==> src/rtl/decode_pkg.sv <==
// Shared decode definitions: opcode indices (one-hot bit positions seen by the
// multicycle controller), instruction field positions and fetch FSM states.
package decode_pkg;

  localparam int NOPS = 23;

  // Opcode values double as bit indices into the controller's one-hot vector
  localparam int OP_NOP  = 0;
  localparam int OP_LD   = 1;
  localparam int OP_ST   = 2;
  localparam int OP_LDI  = 3;
  localparam int OP_MV   = 4;
  localparam int OP_ADD  = 5;
  localparam int OP_SUB  = 6;
  localparam int OP_AND  = 7;
  localparam int OP_OR   = 8;
  localparam int OP_XOR  = 9;
  localparam int OP_NOT  = 10;
  localparam int OP_SHL  = 11;
  localparam int OP_SHR  = 12;
  localparam int OP_ADDI = 13;
  localparam int OP_SUBI = 14;
  localparam int OP_CMP  = 15;
  localparam int OP_BR   = 16;
  localparam int OP_BEQ  = 17;
  localparam int OP_BNE  = 18;
  localparam int OP_JMP  = 19;
  localparam int OP_CALL = 20;
  localparam int OP_RET  = 21;
  localparam int OP_HALT = 22;

  localparam int OPC_MSB = 15;
  localparam int OPC_LSB = 11;
  localparam int RA_MSB  = 10;
  localparam int RA_LSB  = 7;
  localparam int RB_MSB  = 6;
  localparam int RB_LSB  = 3;
  localparam int IMM_MSB = 6;
  localparam int IMM_LSB = 0;

  typedef enum logic [1:0] {
    S_IDLE   = 2'b00,
    S_WAIT   = 2'b01,
    S_DECODE = 2'b10
  } state_e;

endpackage

==> src/rtl/opcode_onehot_dec.sv <==
// Combinational opcode -> one-hot translation; out-of-range opcodes give an
// all-zero vector and raise illegal.
module opcode_onehot_dec #(
  parameter int OPW  = 5,
  parameter int NOPS = 23
) (
  input  logic [OPW-1:0]  opcode,
  output logic [NOPS-1:0] onehot,
  output logic            illegal
);

  always_comb begin
    onehot = '0;
    for (int i = 0; i < NOPS; i++) begin
      onehot[i] = (opcode == i[OPW-1:0]);
    end
    illegal = ~|onehot;
  end

endmodule

==> src/rtl/instr_decode_unit.sv <==
// Fetch-side instruction register with load handshake, registered one-hot
// opcode decode, field extraction, sticky illegal flag and decode counter.
module instr_decode_unit
  import decode_pkg::*;
#(
  parameter int IW   = 16,
  parameter int OPW  = 5,
  parameter int NOPS = decode_pkg::NOPS,
  parameter int CNTW = 16
) (
  input  logic            clock,
  input  logic            resetn,
  input  logic            ir_load,
  input  logic            mem_valid,
  input  logic [IW-1:0]   mem_data,
  input  logic            illegal_clr,
  output logic [NOPS-1:0] op_onehot,
  output logic [3:0]      A_vec_4bits,
  output logic [3:0]      rb_field,
  output logic [6:0]      imm7,
  output logic [IW-1:0]   ir,
  output logic            busy,
  output logic            dec_valid,
  output logic            illegal_op,
  output logic [CNTW-1:0] instr_count
);

  state_e          state_q, state_d;
  logic [IW-1:0]   ir_q, ir_d;
  logic [NOPS-1:0] op_onehot_q, op_onehot_d;
  logic [3:0]      ra_q, ra_d;
  logic [3:0]      rb_q, rb_d;
  logic [6:0]      imm_q, imm_d;
  logic            dec_valid_q, dec_valid_d;
  logic            illegal_q, illegal_d;
  logic [CNTW-1:0] cnt_q, cnt_d;

  logic [NOPS-1:0] dec_onehot;
  logic            dec_illegal;

  opcode_onehot_dec #(
    .OPW  (OPW),
    .NOPS (NOPS)
  ) u_dec (
    .opcode  (ir_q[IW-1 -: OPW]),
    .onehot  (dec_onehot),
    .illegal (dec_illegal)
  );

  always_comb begin
    state_d     = state_q;
    ir_d        = ir_q;
    op_onehot_d = op_onehot_q;
    ra_d        = ra_q;
    rb_d        = rb_q;
    imm_d       = imm_q;
    dec_valid_d = 1'b0;
    cnt_d       = cnt_q;

    case (state_q)
      S_IDLE: begin
        if (ir_load) begin
          if (mem_valid) begin
            ir_d    = mem_data;
            state_d = S_DECODE;
          end else begin
            state_d = S_WAIT;
          end
        end
      end
      // The request is remembered here; ir_load is no longer looked at
      S_WAIT: begin
        if (mem_valid) begin
          ir_d    = mem_data;
          state_d = S_DECODE;
        end
      end
      S_DECODE: begin
        op_onehot_d = dec_onehot;
        ra_d        = ir_q[RA_MSB:RA_LSB];
        rb_d        = ir_q[RB_MSB:RB_LSB];
        imm_d       = ir_q[IMM_MSB:IMM_LSB];
        dec_valid_d = 1'b1;
        cnt_d       = cnt_q + CNTW'(1);
        state_d     = S_IDLE;
      end
      default: state_d = S_IDLE;
    endcase
  end

  // A fresh illegal decode overrides a coincident clear
  always_comb begin
    illegal_d = illegal_q;
    if (illegal_clr) illegal_d = 1'b0;
    if (state_q == S_DECODE && dec_illegal) illegal_d = 1'b1;
  end

  always_ff @(posedge clock or negedge resetn) begin
    if (!resetn) begin
      state_q     <= S_IDLE;
      ir_q        <= '0;
      op_onehot_q <= '0;
      ra_q        <= '0;
      rb_q        <= '0;
      imm_q       <= '0;
      dec_valid_q <= 1'b0;
      illegal_q   <= 1'b0;
      cnt_q       <= '0;
    end else begin
      state_q     <= state_d;
      ir_q        <= ir_d;
      op_onehot_q <= op_onehot_d;
      ra_q        <= ra_d;
      rb_q        <= rb_d;
      imm_q       <= imm_d;
      dec_valid_q <= dec_valid_d;
      illegal_q   <= illegal_d;
      cnt_q       <= cnt_d;
    end
  end

  assign ir          = ir_q;
  assign op_onehot   = op_onehot_q;
  assign A_vec_4bits = ra_q;
  assign rb_field    = rb_q;
  assign imm7        = imm_q;
  assign dec_valid   = dec_valid_q;
  assign illegal_op  = illegal_q;
  assign instr_count = cnt_q;
  assign busy        = (state_q == S_WAIT) || (state_q == S_DECODE);

endmodule

==> config.mk <==
export PLATFORM = sky130hd
export DESIGN_NAME = instr_decode_unit
export DESIGN_NICKNAME = d
export VERILOG_FILES = /design/src/rtl/decode_pkg.sv /design/src/rtl/opcode_onehot_dec.sv /design/src/rtl/instr_decode_unit.sv
export SDC_FILE = /design/constraint.sdc
export NUM_CORES = 1
export LEC_CHECK = 0
export CAP_MARGIN = 20
export CELL_PAD_IN_SITES_DETAIL_PLACEMENT = 1
export CELL_PAD_IN_SITES_GLOBAL_PLACEMENT = 1
export CORE_MARGIN = 1.5
export CORE_UTILIZATION = 40
export CTS_CLUSTER_DIAMETER = 30
export DETAILED_ROUTE_END_ITERATION = 6
export PLACE_DENSITY_LB_ADDON = 0.1
export REMOVE_ABC_BUFFERS = 1
export SYNTH_ARGS = -nofsm -noshare
export SYNTH_HDL_FRONTEND = slang
export SYNTH_HIERARCHICAL = 1
export SYNTH_SLANG_ARGS = --single-unit
==> constraint.sdc <==
create_clock -name clock -period 3.8 [get_ports clock]
set_clock_uncertainty 0.05 [all_clocks]
set_input_delay 0.76 -clock clock [delete_from_list [all_inputs] [get_ports clock]]
set_output_delay 0.76 -clock clock [all_outputs]
set_load 0.05 [all_outputs]
==> results.ini, run 1 <==
[timing]
fin_ws_ps = 1150
grt_setup_unrepaired = false
post-route-period-util_pct = 69.8
finalHoldViolCount = 0
worst_pin_slew_ps = 591
maxSlewHeadroom_pct = 60.6
max_freq_mhz = 377
period_needed_ps = 2650
holdWs_ps = 366
drv_slew = 0
fin_tns_setup_ps = 0
setup_viol = 0

[layout]
fin_util_pct = 58.8
antenna_cells = 0
n_fill_cell = 750
nets = 352
drive_gt1_share_pct = 23.2
area_delta_synth_final_pct = 40.8

[floorplan]
initial_core_util_pct = 41.8
ios = 94
rows = 31
die_h_um = 90.5
core_um2 = 7330
die-area_um2 = 8190
die_w_um = 90.5

[detailed_routing]
firstDrtPassIters = 4
drt-initial-drc-count = 44
num_vias = 2103
ant_nets = 0
wirelength_um = 7050
drc = 0
viasPerCell = 4.88
wl_per_cell_um = 16.4

[placed_design]
hpwl_um = 5070
dpl_worst_slack_ps = 1490
io_buffer_count = 93
globalplace.congestion = 0.750

[power]
power_w = 0.00434
seqPwrFrac_pct = 28.8
leakage_nw = 1.92
swShare_pct = 46.0
combPwrFrac_pct = 54.1
clock_power_share_pct = 17.1
internal_power_w = 0.00234
vdd_drop_max_v = 0.000523
power.net_switching_w = 0.00199
p_per_area_nw_per_um2 = 1010

[critical_path]
cp.arrival_ps = 1840
critPathRequiredTime_ps = 2990
cp-end-kind = output pin
worstPathMaxFanout = 3
critPathKind = reg -> out
critPathLaunchType = flop

[synth]
synth_top_cell_by_area = dfrtp_1
ys_top_cells_by_count = dfrtp_1 (70), mux2_2 (42), nor2_1 (25)
synthCells = 232
synth.top_cells.by_area = dfrtp_1 (57%), mux2_2 (15%), mux2_4 (4.4%)
yosys_most_used_dff = dfrtp_1
synth_cell_types = 29
async_reset_ff_share_pct = 100
syn_area_per_cell_um2 = 13.2
synth_edf_count = 0
synth.yosys.seq_area_share_pct = 57.2
ys_ff_latch = 70
synth_top_area_share_pct = 57.2
yosysWarnings = 6
synthesis.area_um2 = 3060
post-synth-top-count-cell = dfrtp_1

[clock_tree]
ctsResizeCount = 0
cts_hold_buf = 0
clockBufferDepth = 2
cts_buffers = 9
post-cts-setup-buffers = 0
clkLatencyLatePin_ps = 340
cts_sinks = 70
clk_pin_slew_ps = 70
htree_levels = 3
cts_tree = done
cts_root_buffer = clkbuf_8

[run]
maxCapViolCount = 0

[grt]
grt_max_degree = 42
antenna_found_initial = 0
grt_overflow = 0
first_global_vias = 2271
grt_pass1_wl_um = 11900
grt_usage_pct = 18.4

[worst_hold_path]
min_path_type = in -> async

[run_status]
status = complete, no violations

[per-stage QoR]
stage / cells / cell area [µm²]
after floorplan: 220 / 2990
after global placement: 415 / 4060
after detailed placement: 415 / 4060
after CTS: 431 / 4310
after global routing: 431 / 4310
final: 431 / 4310
[cells in the final DEF (no fill, tap or decap), types with 5 or more instances in the layout]
cell / synthesis / layout
clkdlybuf4s50_1: 0 / 92
dfrtp_1: 70 / 70
mux2_2: 42 / 42
nor2_1: 25 / 25
clkbuf_8: 0 / 11
nand2_1: 10 / 10
xor2_1: 10 / 10
mux2_4: 9 / 9
inv_1: 6 / 6
nand2b_1: 6 / 6
nand4_1: 6 / 6
xnor2_1: 5 / 5
[logic make-up after synthesis]
kind of cell | synth area share [%]
xor gates and xnor gates | 4.29
adders and majority gates | 1.63
AOI/OAI and AO/OA | 1.06
muxes | 20.2
buffers and inverters | 3.18
and+or+nand+nor | 12.5
DFF | 57.2
[worst paths after layout]
| check | depth (start not counted) | start | to | slack [ps] |
|---|---|---|---|---|
| setup / recovery | 3 | state_q[1]$_DFFE_PN0P_ | busy | 1150 |
| hold reg to reg | 1 | instr_count[15]$_DFFE_PN0P_ | instr_count[15]$_DFFE_PN0P_ | 430 |
| hold / removal | 1 | resetn | op_onehot[17]$_DFFE_PN0P_ | 370 |
| setup reg to reg | 5 | state_q[0]$_DFFE_PN0P_ | instr_count[14]$_DFFE_PN0P_ | 1730 |
| max in group asynchronous | 2 | resetn | ir[12]$_DFFE_PN0P_ | 2590 |
| min in group clock | 1 | instr_count[15]$_DFFE_PN0P_ | instr_count[15]$_DFFE_PN0P_ | 430 |
[worst max-delay path, cell delays in order, from the launching register on]
cell,delay (ps)
dfrtp_1,380
inv_1,70
ha_1,270
clkdlybuf4s50_1,790
[registers in the layout, summed over array words and instances (netlist names), 2 cells and up]
register,cells
imm7,4
rb_field,3
ir,16
A_vec_4bits,4
instr_count,16
state_q,2
op_onehot,23
[area by class of cell]
cell class                 count  area, µm²  area share (%)
clock buffer                  13        159            3.68
timing repair buffer          96        948            22.0
inverter                       6       22.5           0.522
tap                           99        124            2.87
clock inverter                 3       90.1            2.09
multi-input combinational    144       1220            28.2
sequential                    70       1750            40.6
[metal layers]
metal | GRT usage, % | vias up | part of all wire, %
met4 | 6.35 | 0 | 1.3
met2 | 28.9 | 62 | 48
met1 | 24.4 | 1052 | 45
met5 | 0 | - | 0
met3 | 4.97 | 9 | 5.9
li1 | - | 980 | -
[power by group through the flow]
stage | logic, W | clock network [W] | registers [W]
global route | 0.00245 | 0.000794 | 0.00129
finish | 0.00235 | 0.000743 | 0.00125
floorplan | 0.000618 | 0 | 0.00219
CTS | 0.00237 | 0.000767 | 0.00125
global placement | 0.00233 | 0 | 0.00124
detailed placement | 0.00236 | 0 | 0.00126
Power figures use the tool's default switching activity.
==> inputs of run 2 (changes only) <==
--- a/config.mk
+++ b/config.mk
@@ -9,7 +9,7 @@
 export CELL_PAD_IN_SITES_DETAIL_PLACEMENT = 1
 export CELL_PAD_IN_SITES_GLOBAL_PLACEMENT = 1
 export CORE_MARGIN = 1.5
-export CORE_UTILIZATION = 40
+export CORE_UTILIZATION = 33
 export CTS_CLUSTER_DIAMETER = 30
 export DETAILED_ROUTE_END_ITERATION = 6
 export PLACE_DENSITY_LB_ADDON = 0.1
==> constraint.sdc (replaced) <==
create_clock -name clock -period 2.3 [get_ports clock]
set_clock_uncertainty 0.05 [all_clocks]
set_input_delay 0.46 -clock clock [delete_from_list [all_inputs] [get_ports clock]]
set_output_delay 0.46 -clock clock [all_outputs]
set_load 0.05 [all_outputs]
==> results.ini, run 2 (synthesis gave the netlist of run 1 again) <==
[run_status]
status = complete, no violations

[detailed_routing]
firstDrtPassIters = 4  ; unchanged
wl_per_cell_um = 16.0  ; -2.1%
viasPerCell = 4.80  ; -1.6%
drc = 0  ; unchanged
wirelength_um = 7110  ; +0.84%
ant_nets = 0  ; unchanged
drt-initial-drc-count = 49  ; +11%
num_vias = 2132  ; +1.4%

[floorplan]
die_h_um = 99.4  ; +9.8%
rows = 34  ; +9.7%
ios = 94  ; unchanged
die-area_um2 = 9870  ; +20%
core_um2 = 8850  ; +21%
initial_core_util_pct = 34.6  ; -7.2 points
die_w_um = 99.4  ; +9.8%

[timing]
max_freq_mhz = 454
maxSlewHeadroom_pct = 62.2  ; +1.6 points
period_needed_ps = 2200
post-route-period-util_pct = 95.7
worst_pin_slew_ps = 565  ; -25.4 ps
finalHoldViolCount = 0  ; unchanged
fin_tns_setup_ps = 0  ; unchanged
setup_viol = 0  ; unchanged
holdWs_ps = 419  ; +52.4 ps
grt_setup_unrepaired = false
drv_slew = 0  ; unchanged

[critical_path]
r2r_cells = 5  ; unchanged
cp_top_family = buffers and inverters
cp.arrival_ps = 1690  ; -150 ps
r2r-end = ir[2]$_DFFE_PN0P_
r2r-start = state_q[0]$_DFFE_PN0P_
critPathRequiredTime_ps = 1790  ; -1200 ps
critPathLaunchType = flop
critPathSlowestCell = clkdlybuf4s50_1
max_stage_delay_ps = 860  ; +70 ps
cp_cell_sequence = clkdlybuf4s50_1
worstPathMaxFanout = 10  ; +7
critPathKind = reg -> out
worst-path-stages = 1  ; -2
crit_buf_inv = 1  ; -1
r2r_slack_ps = 430  ; -1300 ps
cp-end-kind = output pin

[clock_tree]
clkLatencyLatePin_ps = 340  ; about the same
cts_root_buffer = clkbuf_8
cts_hold_buf = 1  ; +1
clk_pin_slew_ps = 80  ; about the same
cts_sinks = 70  ; unchanged
htree_levels = 3  ; unchanged
post-cts-setup-buffers = 0  ; unchanged
ctsResizeCount = 0  ; unchanged
clockBufferDepth = 2  ; unchanged
cts_tree = done
cts_buffers = 9  ; unchanged

[grt]
first_global_vias = 2218  ; -2.3%
antenna_found_initial = 0  ; unchanged
grt_overflow = 0  ; unchanged
grt_usage_pct = 15.3  ; -3.0 points
grt_max_degree = 44  ; +4.8%
grt_pass1_wl_um = 11700  ; -1.6%

[layout]
area_delta_synth_final_pct = 43.3
fin_util_pct = 49.6  ; -9.2 points
final_cell_mix = clkdlybuf4s50_1 (91), dfrtp_1 (70), mux2_2 (42)
drive_gt1_share_pct = 24.7  ; +1.5 points
nets = 356  ; +1.1%
regArea_um2 = 1750  ; unchanged
n_fill_cell = 932  ; +24%
multi_input_area_um2 = 1220  ; unchanged
layout_commonest_cell = clkdlybuf4s50_1
antenna_cells = 0  ; unchanged
postLayoutCellArea_um2 = 4390  ; +1.8%
largest_reg_flops = 23  ; unchanged

[power]
vdd_drop_max_v = 0.000843  ; +61%
p_per_area_nw_per_um2 = 1660  ; +65%
leakage_nw = 1.96  ; +1.8%

[worst_hold_path]
hold_start = instr_count[15]$_DFFE_PN0P_
holdPathStages = 1
min_to = instr_count[15]$_DFFE_PN0P_
min_path_type = reg -> reg

[placed_design]
postPlaceCellArea_um2 = 4110  ; +1.1%
hpwl_um = 4920  ; -2.8%
io_buffer_count = 93  ; unchanged
globalplace.congestion = 0.719  ; -4.1%

[run]
maxCapViolCount = 0  ; unchanged

[run 2: cell count changes in the layout (fill, tap and decap cells not counted)]
| cell | delta |
|---|---|
| clkdlybuf4s50_1 | -1 |
| bufinv_16 | +1 |
| clkinv_2 | +1 |
| buf_4 | +4 |
| clkinvlp_4 | +1 |
| buf_12 | +1 |
| clkbuf_1 | -2 |
| buf_2 | -1 |
| dlygate4sd3_1 | +1 |
| clkbuf_8 | -1 |
[run 2: layout make-up]
cell class              count  area share, %
multi-input cells         144           27.7
repair buffers            100           22.6
flip-flops and latches     70           39.9
well taps                 108           3.08
clock buffers              10           3.13
inverters                   6          0.513
clock inverters             6           3.02
[run 2: power by group]
group	switching, W	internal, W
clock	0.000474	0.000858
sequential	0.000375	0.00167
combinational	0.00248	0.00144
[run 2: per-layer routing]
layer | up-vias | GRT usage, % | part of all wire [%]
li1 | 996 | - | -
met1 | 1056 | 21.2 | 49
met2 | 69 | 22.0 | 44
met3 | 11 | 5.13 | 6.5
met4 | 0 | 6.50 | 1.5
met5 | - | 0 | 0
[run 2: worst max-delay path by stage]
stage | slack [ps] | to | start
5_1_grt | 20 | instr_count[5] | instr_count[5]$_DFFE_PN0P_
3_5_place_dp | 310 | ir[0]$_DFFE_PN0P_ | ir_load
4_1_cts | 70 | ir[15] | ir[15]$_DFFE_PN0P_
3_3_place_gp | 330 | ir[4]$_DFFE_PN0P_ | ir_load
2_1_floorplan | -510 | instr_count[6]$_DFFE_PN0P_ | state_q[0]$_DFFE_PN0P_
6_report | 100 | ir[15] | ir[15]$_DFFE_PN0P_
[run 2: per-stage QoR]
stage	power (W)	instances	setup slack (ps)
2_1_floorplan	0.00464	220	-506
3_3_place_gp	0.00598	427	328
3_5_place_dp	0.00602	427	308
4_1_cts	0.00739	444	68.2
5_1_grt	0.00766	444	17.7
6_report	0.00730	444	99.6
